## src/rtl/imm_gen_stage.sv

```systemverilog
// rtl/imm_gen_stage.sv - registered self-decoding immediate generator with 2-entry skid buffer (optional IMM_GEN_ZIMM_EN)
module imm_gen_stage #(
  parameter int XLEN  = 32,
  parameter int TAG_W = 32
) (
  input  logic             clk,
  input  logic             rst_n,
  input  logic             flush,
  input  logic             in_valid,
  output logic             in_ready,
  input  logic [31:0]      in_instr,
  input  logic [TAG_W-1:0] in_tag,
  output logic             out_valid,
  input  logic             out_ready,
  output logic [XLEN-1:0]  out_imm,
  output logic [2:0]       out_fmt,
  output logic             out_unknown,
  output logic [31:0]      out_instr,
  output logic [TAG_W-1:0] out_tag
);

  localparam logic [2:0] FMT_I    = 3'd0;
  localparam logic [2:0] FMT_S    = 3'd1;
  localparam logic [2:0] FMT_B    = 3'd2;
  localparam logic [2:0] FMT_U    = 3'd3;
  localparam logic [2:0] FMT_J    = 3'd4;
  localparam logic [2:0] FMT_Z    = 3'd5;
  localparam logic [2:0] FMT_NONE = 3'd7;

  logic [31:0]      dec_imm32;
  logic [XLEN-1:0]  dec_imm;
  logic [2:0]       dec_fmt;
  logic             dec_unknown;

  // Skid entry holds already-decoded fields; it is full exactly when in_ready is low.
  logic [XLEN-1:0]  skid_imm;
  logic [2:0]       skid_fmt;
  logic             skid_unknown;
  logic [31:0]      skid_instr;
  logic [TAG_W-1:0] skid_tag;

  logic accept;
  logic out_free;

  assign accept   = in_valid && in_ready;
  assign out_free = !out_valid || out_ready;

  // Decode the format from the opcode and build a 32-bit immediate whose bit 31 is the sign.
  always_comb begin
    dec_imm32   = '0;
    dec_fmt     = FMT_NONE;
    dec_unknown = 1'b0;
    case (in_instr[6:0])
      7'h13, 7'h03, 7'h67: begin
        dec_fmt   = FMT_I;
        dec_imm32 = {{20{in_instr[31]}}, in_instr[31:20]};
      end
      7'h23: begin
        dec_fmt   = FMT_S;
        dec_imm32 = {{20{in_instr[31]}}, in_instr[31:25], in_instr[11:7]};
      end
      7'h63: begin
        dec_fmt   = FMT_B;
        dec_imm32 = {{19{in_instr[31]}}, in_instr[31], in_instr[7], in_instr[30:25],
                     in_instr[11:8], 1'b0};
      end
      7'h37, 7'h17: begin
        dec_fmt   = FMT_U;
        dec_imm32 = {in_instr[31:12], 12'b0};
      end
      7'h6F: begin
        dec_fmt   = FMT_J;
        dec_imm32 = {{11{in_instr[31]}}, in_instr[31], in_instr[19:12], in_instr[20],
                     in_instr[30:21], 1'b0};
      end
      7'h73: begin
`ifdef IMM_GEN_ZIMM_EN
        if (in_instr[14]) begin
          dec_fmt   = FMT_Z;
          dec_imm32 = {27'b0, in_instr[19:15]};
        end else begin
          dec_fmt   = FMT_I;
          dec_imm32 = {{20{in_instr[31]}}, in_instr[31:20]};
        end
`else
        dec_fmt   = FMT_I;
        dec_imm32 = {{20{in_instr[31]}}, in_instr[31:20]};
`endif
      end
      7'h33, 7'h0F: begin
        dec_fmt = FMT_NONE;
      end
      default: begin
        dec_fmt     = FMT_NONE;
        dec_unknown = 1'b1;
      end
    endcase
  end

  // Widen to XLEN from bit 31 (zimm has bit 31 clear, so it zero-extends).
  assign dec_imm = XLEN'($signed(dec_imm32));

  // Output register plus skid register; flush beats accept, skid drains before new input.
  always_ff @(posedge clk or negedge rst_n) begin
    if (!rst_n) begin
      in_ready     <= 1'b1;
      out_valid    <= 1'b0;
      out_imm      <= '0;
      out_fmt      <= FMT_NONE;
      out_unknown  <= 1'b0;
      out_instr    <= '0;
      out_tag      <= '0;
      skid_imm     <= '0;
      skid_fmt     <= FMT_NONE;
      skid_unknown <= 1'b0;
      skid_instr   <= '0;
      skid_tag     <= '0;
    end else if (flush) begin
      out_valid <= 1'b0;
      in_ready  <= 1'b1;
    end else if (out_free) begin
      if (!in_ready) begin
        out_valid   <= 1'b1;
        out_imm     <= skid_imm;
        out_fmt     <= skid_fmt;
        out_unknown <= skid_unknown;
        out_instr   <= skid_instr;
        out_tag     <= skid_tag;
        in_ready    <= 1'b1;
      end else if (accept) begin
        out_valid   <= 1'b1;
        out_imm     <= dec_imm;
        out_fmt     <= dec_fmt;
        out_unknown <= dec_unknown;
        out_instr   <= in_instr;
        out_tag     <= in_tag;
      end else begin
        out_valid <= 1'b0;
      end
    end else if (accept) begin
      skid_imm     <= dec_imm;
      skid_fmt     <= dec_fmt;
      skid_unknown <= dec_unknown;
      skid_instr   <= in_instr;
      skid_tag     <= in_tag;
      in_ready     <= 1'b0;
    end
  end

endmodule

```

## config.mk

```make
export PLATFORM = sky130hd
export DESIGN_NAME = imm_gen_stage
export DESIGN_NICKNAME = d
export VERILOG_FILES = /design/src/rtl/imm_gen_stage.sv
export SDC_FILE = /design/constraint.sdc
export NUM_CORES = 1
export LEC_CHECK = 0
export ABC_AREA = 1
export CAP_MARGIN = 10
export CORE_UTILIZATION = 45
export CTS_CLUSTER_SIZE = 14
export DETAILED_ROUTE_END_ITERATION = 16
export HOLD_SLACK_MARGIN = 0.1
export PLACE_DENSITY = 0.73
export SYNTH_ARGS = -nofsm -noshare
export SYNTH_HDL_FRONTEND = slang
export SYNTH_SLANG_ARGS = --single-unit
export TNS_END_PERCENT = 30
```

## constraint.sdc

```tcl
create_clock -name clk -period 1.5 [get_ports clk]
set_input_delay 0.3 -clock clk [delete_from_list [all_inputs] [get_ports clk]]
set_output_delay 0.3 -clock clk [all_outputs]
set_load 0.02 [all_outputs]
```

==> impl_metrics.yaml, run 1 <==
power_and_ir_drop:
  power.density_nw_per_um2: 1220
  ir_drop_uv: 836
  p_leak_nw: 6.56
  total_power_w: 0.0156
critical_path:
  cp-end-kind: "output pin"
  slowest_delay_ps: 660
  worstPathCellList: "buf_4"
  cp_data_required_time_ps: 1200
  startpoint_type: "flip-flop"
  worst_ep_arrival_time_ps: 1300
  critical-path-slowest-cell: "dfstp_4"
  cp_max_fo: 5
  crit_buf_inv: 1
  critPathTopFamily: "flip-flops"
  worstSetupPathType: "flip-flop to output pin"
  r2r_slack_ps: -90
timing:
  skew_ps: 8.52
  fin_crit_sh: 1.07
  relSlewSlack: 0.800
  setup_violations: 115
  period_needed_ps: 1600
  fin_hold_ws_ps: 252
  finalMaxSlewViolations: 0
  fin_ws_ps: -98.2
  fmax_mhz: 626
  finalHoldViolCount: 0
  setup_tns_ps: -3750
  worst_pin_slew_ps: 300
  rsz0062_at_grt: "true"
clock_tree:
  h-tree-depth: 1
  clkLatencyLatePin_ps: 490
  clk_pin_slew_ps: 60
  cts.sink_count: 202
  clockBufferDepth: 3
  cts_buffers: 21
  cts_tree: "done"
  cts-root-buf: "clkbuf_16"
drt:
  dr.pass1.iters: 5
  dr.first_iter.drc_count: 704
  finalWirelength_mm: 25.9
  ant_nets: 0
  route.vias.total: 8272
  drcViolationCount: 0
  avgRoutedWirePerCell_um: 16.1
  drt-vias-per-instance: 5.13
cells_and_area:
  drive_gt1_frac: 0.161
  n_antenna_cell: 0
  area_delta_synth_final_pct: 38.8
  nNetsFinal: 1402
  instances_no_fill: 1614
placement:
  io_buffers: 170
  dp_slack_ps: -461
  finalWeightedCongestion: 0.878
  dp.cells: 1558
  hpwl_mm: 16.1
logic_synthesis:
  synth_fp_nets: 1202
  ys_ff_latch: 202
  avgSynthCellArea_um2: 8.14
  synth_warnings: 0
  seq_area_frac_synth: 0.549
  ys_types: 31
  postSynthCellCount: 1133
  synth_area_um2: 9220
floorplanning:
  fp-row-count: 52
  num_io_pins: 171
  die_area_um2: 21100
  die_h_um: 145
  die_w_um: 145
  core_area_um2: 20200
  initial_core_util: 0.457
global_routing:
  grt_max_degree: 85
  antenna_found_initial: 0
  grt_pass1_vias: 7735
  grt_pass1_wl_mm: 38.8
  overflow: 0
  grt_usage: 0.225
run:
  drv_cap: 0
outcome:
  violations: "setup timing"
  outcome: "finished, violations left"
min_path:
  hold_class: "input port to async pin"
## worst paths after layout
path                              from            end  cells after the start
setup / recovery              in_ready       in_ready                      1
max in group asynchronous        rst_n    skid_fmt[2]                      3
hold / removal                   rst_n  out_instr[26]                      2
hold reg to reg             out_fmt[0]     out_fmt[0]                      2
min in group clk           in_instr[5]  skid_instr[5]                      4
setup reg to reg              in_ready  out_instr[14]                      8
## registers in the layout, indices dropped and copies added, names as in the netlist
| signal | flops |
|---|---|
| skid_instr | 32 |
| in_ready | 1 |
| out_valid | 1 |
| skid_tag | 32 |
| out_fmt | 3 |
| skid_imm | 32 |
| skid_unknown | 1 |
| out_imm | 32 |
| out_unknown | 1 |
| out_tag | 32 |
| skid_fmt | 3 |
| out_instr | 32 |
## report_power, final
part	total (W)	switching [W]	internal [W]
Sequential	0.00693	0.000504	0.00643
Combinational	0.00314	0.00179	0.00135
Clock	0.00556	0.00211	0.00345
Total	0.0156	0.00440	0.0112
## timing repair
action                                  in CTS  in global routing
gates resized for setup                    213                141
hold endpoints to repair                   196                  0
endpoints found under the setup margin     236                242
gates cloned                                 0                 11
pin swaps                                    0                  3
buffers inserted                             1                  9
hold buffers                                 1                  0
## layout by cell type (no fill, tap or decap), drive strengths merged, types with 7 or more instances in the layout
cell,count
buf,75
nand3,31
clkbuf,57
dfrtp,195
nor2,57
nand4,13
clkdlybuf4s15,78
inv,92
a21oi,28
clkdlybuf4s50,66
nand2,384
o21ai,235
dfstp,7
## cells by family after synthesis
logic type / Yosys count / share of synthesized area
flip-flops: 202 / 0.549
AO/OA/AOI/OAI: 275 / 0.153
AND/OR/NAND/NOR: 490 / 0.220
buffers and inverters: 166 / 0.0775
## cells in the mapped netlist, drive strengths merged
cell | count | area (µm²)
nand3b | 1 | 7.51
o21ai | 235 | 1190
dfrtp | 195 | 4880
a31oi | 4 | 25.0
buf | 44 | 254
a21boi | 4 | 30.0
inv | 94 | 355
o31ai | 2 | 15.0
or2 | 4 | 25.0
nand2 | 384 | 1490
dfstp | 7 | 184
a21oi | 28 | 140
clkbuf | 28 | 105
nor2 | 57 | 254
nand4 | 13 | 87.6
nand3 | 31 | 168
o211ai | 2 | 15.0
## routing by layer
metal / track usage / vias up / share of wire
met5: 0 / - / 0
met4: 0.0800 / 0 / 0.031
met3: 0.0283 / 56 / 0.049
met2: 0.354 / 254 / 0.47
met1: 0.322 / 3929 / 0.45
li1: - / 4033 / -
## per-stage QoR
| step | cell area (µm²) | utilization |
|---|---|---|
| 2_1_floorplan | 9270 | - |
| 3_3_place_gp | 11500 | 0.572 |
| 3_5_place_dp | 11500 | 0.572 |
| 4_1_cts | 12300 | 0.609 |
| 5_1_grt | 12800 | 0.635 |
| 6_report | 12800 | 0.635 |
## layout make-up
cell class | instances | area, µm²
inverter | 94 | 383
sequential | 202 | 5070
clock inverter | 4 | 95.1
clock buffer | 30 | 639
multi-input combinational | 765 | 3560
fill | 1715 | 7360
timing repair buffer | 249 | 2720
tap | 270 | 338
(Power assumes the default switching activity.)
==> run 2, diff against run 1 <==
SKIP_CTS_REPAIR_TIMING = 1   (was unset)
==> run 2 against run 1 <==
Against the previous run: the flow still finishes with violations (setup timing); wire length down 8.8%; via count shrank 2.7%; combinational power is 2% lower; flip-flop and latch count did not move; utilization fell by 1.2 points; die area stayed put; non-clock buffer count decreased by 21; worst setup slack got worse by 89 ps; critical endpoint unchanged; largest power group unchanged.
==> impl_metrics.yaml, run 2 (same netlist as run 1, synthesis figures left out) <==
outcome:
  outcome: "finished, violations left"
  violations: "setup timing"
global_routing:
  grt_max_degree: 85
  grt_usage: 0.225
  antenna_found_initial: 0
  overflow: 0
  grt_pass1_wl_mm: 38.6
  grt_pass1_vias: 7686
power_and_ir_drop:
  power.density_nw_per_um2: 1230
  seq_power_share: 0.445
  p_leak_nw: 7.54
  swShare: 0.275
  ir_drop_uv: 870
  power.switching_w: 0.00426
  total_power_w: 0.0155
  clkPwrFrac: 0.357
  p_int_w: 0.0112
  power_frac_comb: 0.198
drt:
  drt-vias-per-instance: 5.05
  dr.first_iter.drc_count: 599
  route.vias.total: 8047
  drcViolationCount: 0
  ant_nets: 0
  dr.pass1.iters: 8
  avgRoutedWirePerCell_um: 14.8
  finalWirelength_mm: 23.7
clock_tree:
  h-tree-depth: 1
  cts_buffers: 21
  clockBufferDepth: 3
  cts.sink_count: 202
  cts_tree: "done"
  clkLatencyLatePin_ps: 490
  cts-root-buf: "clkbuf_16"
  clk_pin_slew_ps: 60
run:
  drv_cap: 0
cells_and_area:
  nNetsFinal: 1381
  layout_common_cells: "nand2_1, dfrtp_1, o21ai_0"
  drive_gt1_frac: 0.103
  area_delta_synth_final_pct: 36.2
  final_common_cell: "nand2_1"
  finish.utilization: 0.623
  fillers: 1738
timing:
  setup_violations: 98
  finalHoldViolCount: 0
  fmax_mhz: 593
  period_needed_ps: 1690
  worst_pin_slew_ps: 352
  fin_crit_sh: 1.12
  setup_tns_ps: -3290
  fin_ws_ps: -187
  rsz0062_at_grt: "true"
  fin_hold_ws_ps: 258
  relSlewSlack: 0.765
  skew_ps: 7.44
  finalMaxSlewViolations: 0
floorplanning:
  fp-row-count: 52
  die_w_um: 145
  num_io_pins: 171
  die_h_um: 145
  initial_core_util: 0.457
  core_area_um2: 20200
  die_area_um2: 21100
placement:
  io_buffers: 170
  dp_slack_ps: -461
  finalWeightedCongestion: 0.878
  hpwl_mm: 16.1
critical_path:
  cp_data_required_time_ps: 1200
  critical-path-slowest-cell: "dfstp_4"
  worstPathCellList: "dlymetal6s2s_1"
  cp_max_fo: 5
  worstSetupPathType: "flip-flop to output pin"
  crit_buf_inv: 1
  critPathTopFamily: "flip-flops"
  cp-end-kind: "output pin"
  slowest_delay_ps: 670
  startpoint_type: "flip-flop"
  worst_ep_arrival_time_ps: 1390
min_path:
  hold_class: "input port to async pin"
==> run 2: changes by cell type in the layout (fill, tap and decap cells not counted), moves of 6 or more <==
cell,previous run,this run
clkbuf_16,30,21
clkbuf_2,17,0
clkdlybuf4s15_1,61,0
clkdlybuf4s15_2,17,0
dlymetal6s2s_1,1,99
nand2_1,364,371
nand2_2,16,8
o21ai_0,145,170
o21ai_1,83,64
o21ai_2,6,0
==> run 2: path summary, 6_finish.rpt <==
path	slack, ps	endpoint	cells past startpoint	from
max	-190	in_ready	1	in_ready
min	260	out_instr[26]	2	rst_n
max reg2reg	-130	out_imm[17]	8	in_ready
min reg2reg	470	out_fmt[2]	2	out_fmt[2]
max in group asynchronous	650	skid_fmt[1]	3	rst_n
min in group clk	390	skid_tag[24]	3	in_tag[24]
==> run 2: through the flow <==
step | cells | instance area [µm²]
floorplan | 1133 | 9270
global placement | 1558 | 11500
detailed placement | 1558 | 11500
CTS | 1592 | 12300
global route | 1593 | 12600
finish | 1594 | 12600
==> run 2: power by group through the flow <==
stage               Clock (W)  Sequential, W  Combinational, W
floorplan                   0        0.00740           0.00113
global route          0.00586        0.00702           0.00339
detailed placement          0        0.00700           0.00314
global placement            0        0.00696           0.00307
CTS                   0.00564        0.00691           0.00315
finish                0.00554        0.00690           0.00307
==> run 2: layer usage <==
| layer | share of wire | track usage | wire length (µm) | vias to the layer above |
|---|---|---|---|---|
| met1 | 0.46 | 0.321 | 10900 | 3769 |
| met5 | 0 | 0 | 0 | - |
| li1 | - | - | - | 3993 |
| met4 | 0.030 | 0.0795 | 717 | 0 |
| met3 | 0.051 | 0.0280 | 1200 | 54 |
| met2 | 0.46 | 0.353 | 10800 | 231 |
==> run 2: area by class of cell <==
type	instances	area (µm²)	share of cell area
clock buffers	30	639	0.0509
well taps	270	338	0.0269
diodes	1	2.50	0.000199
multi-input cells	765	3460	0.276
flip-flops and latches	202	5070	0.403
inverters	94	365	0.0291
clock inverters	4	95.1	0.00757
repair buffers	228	2600	0.207
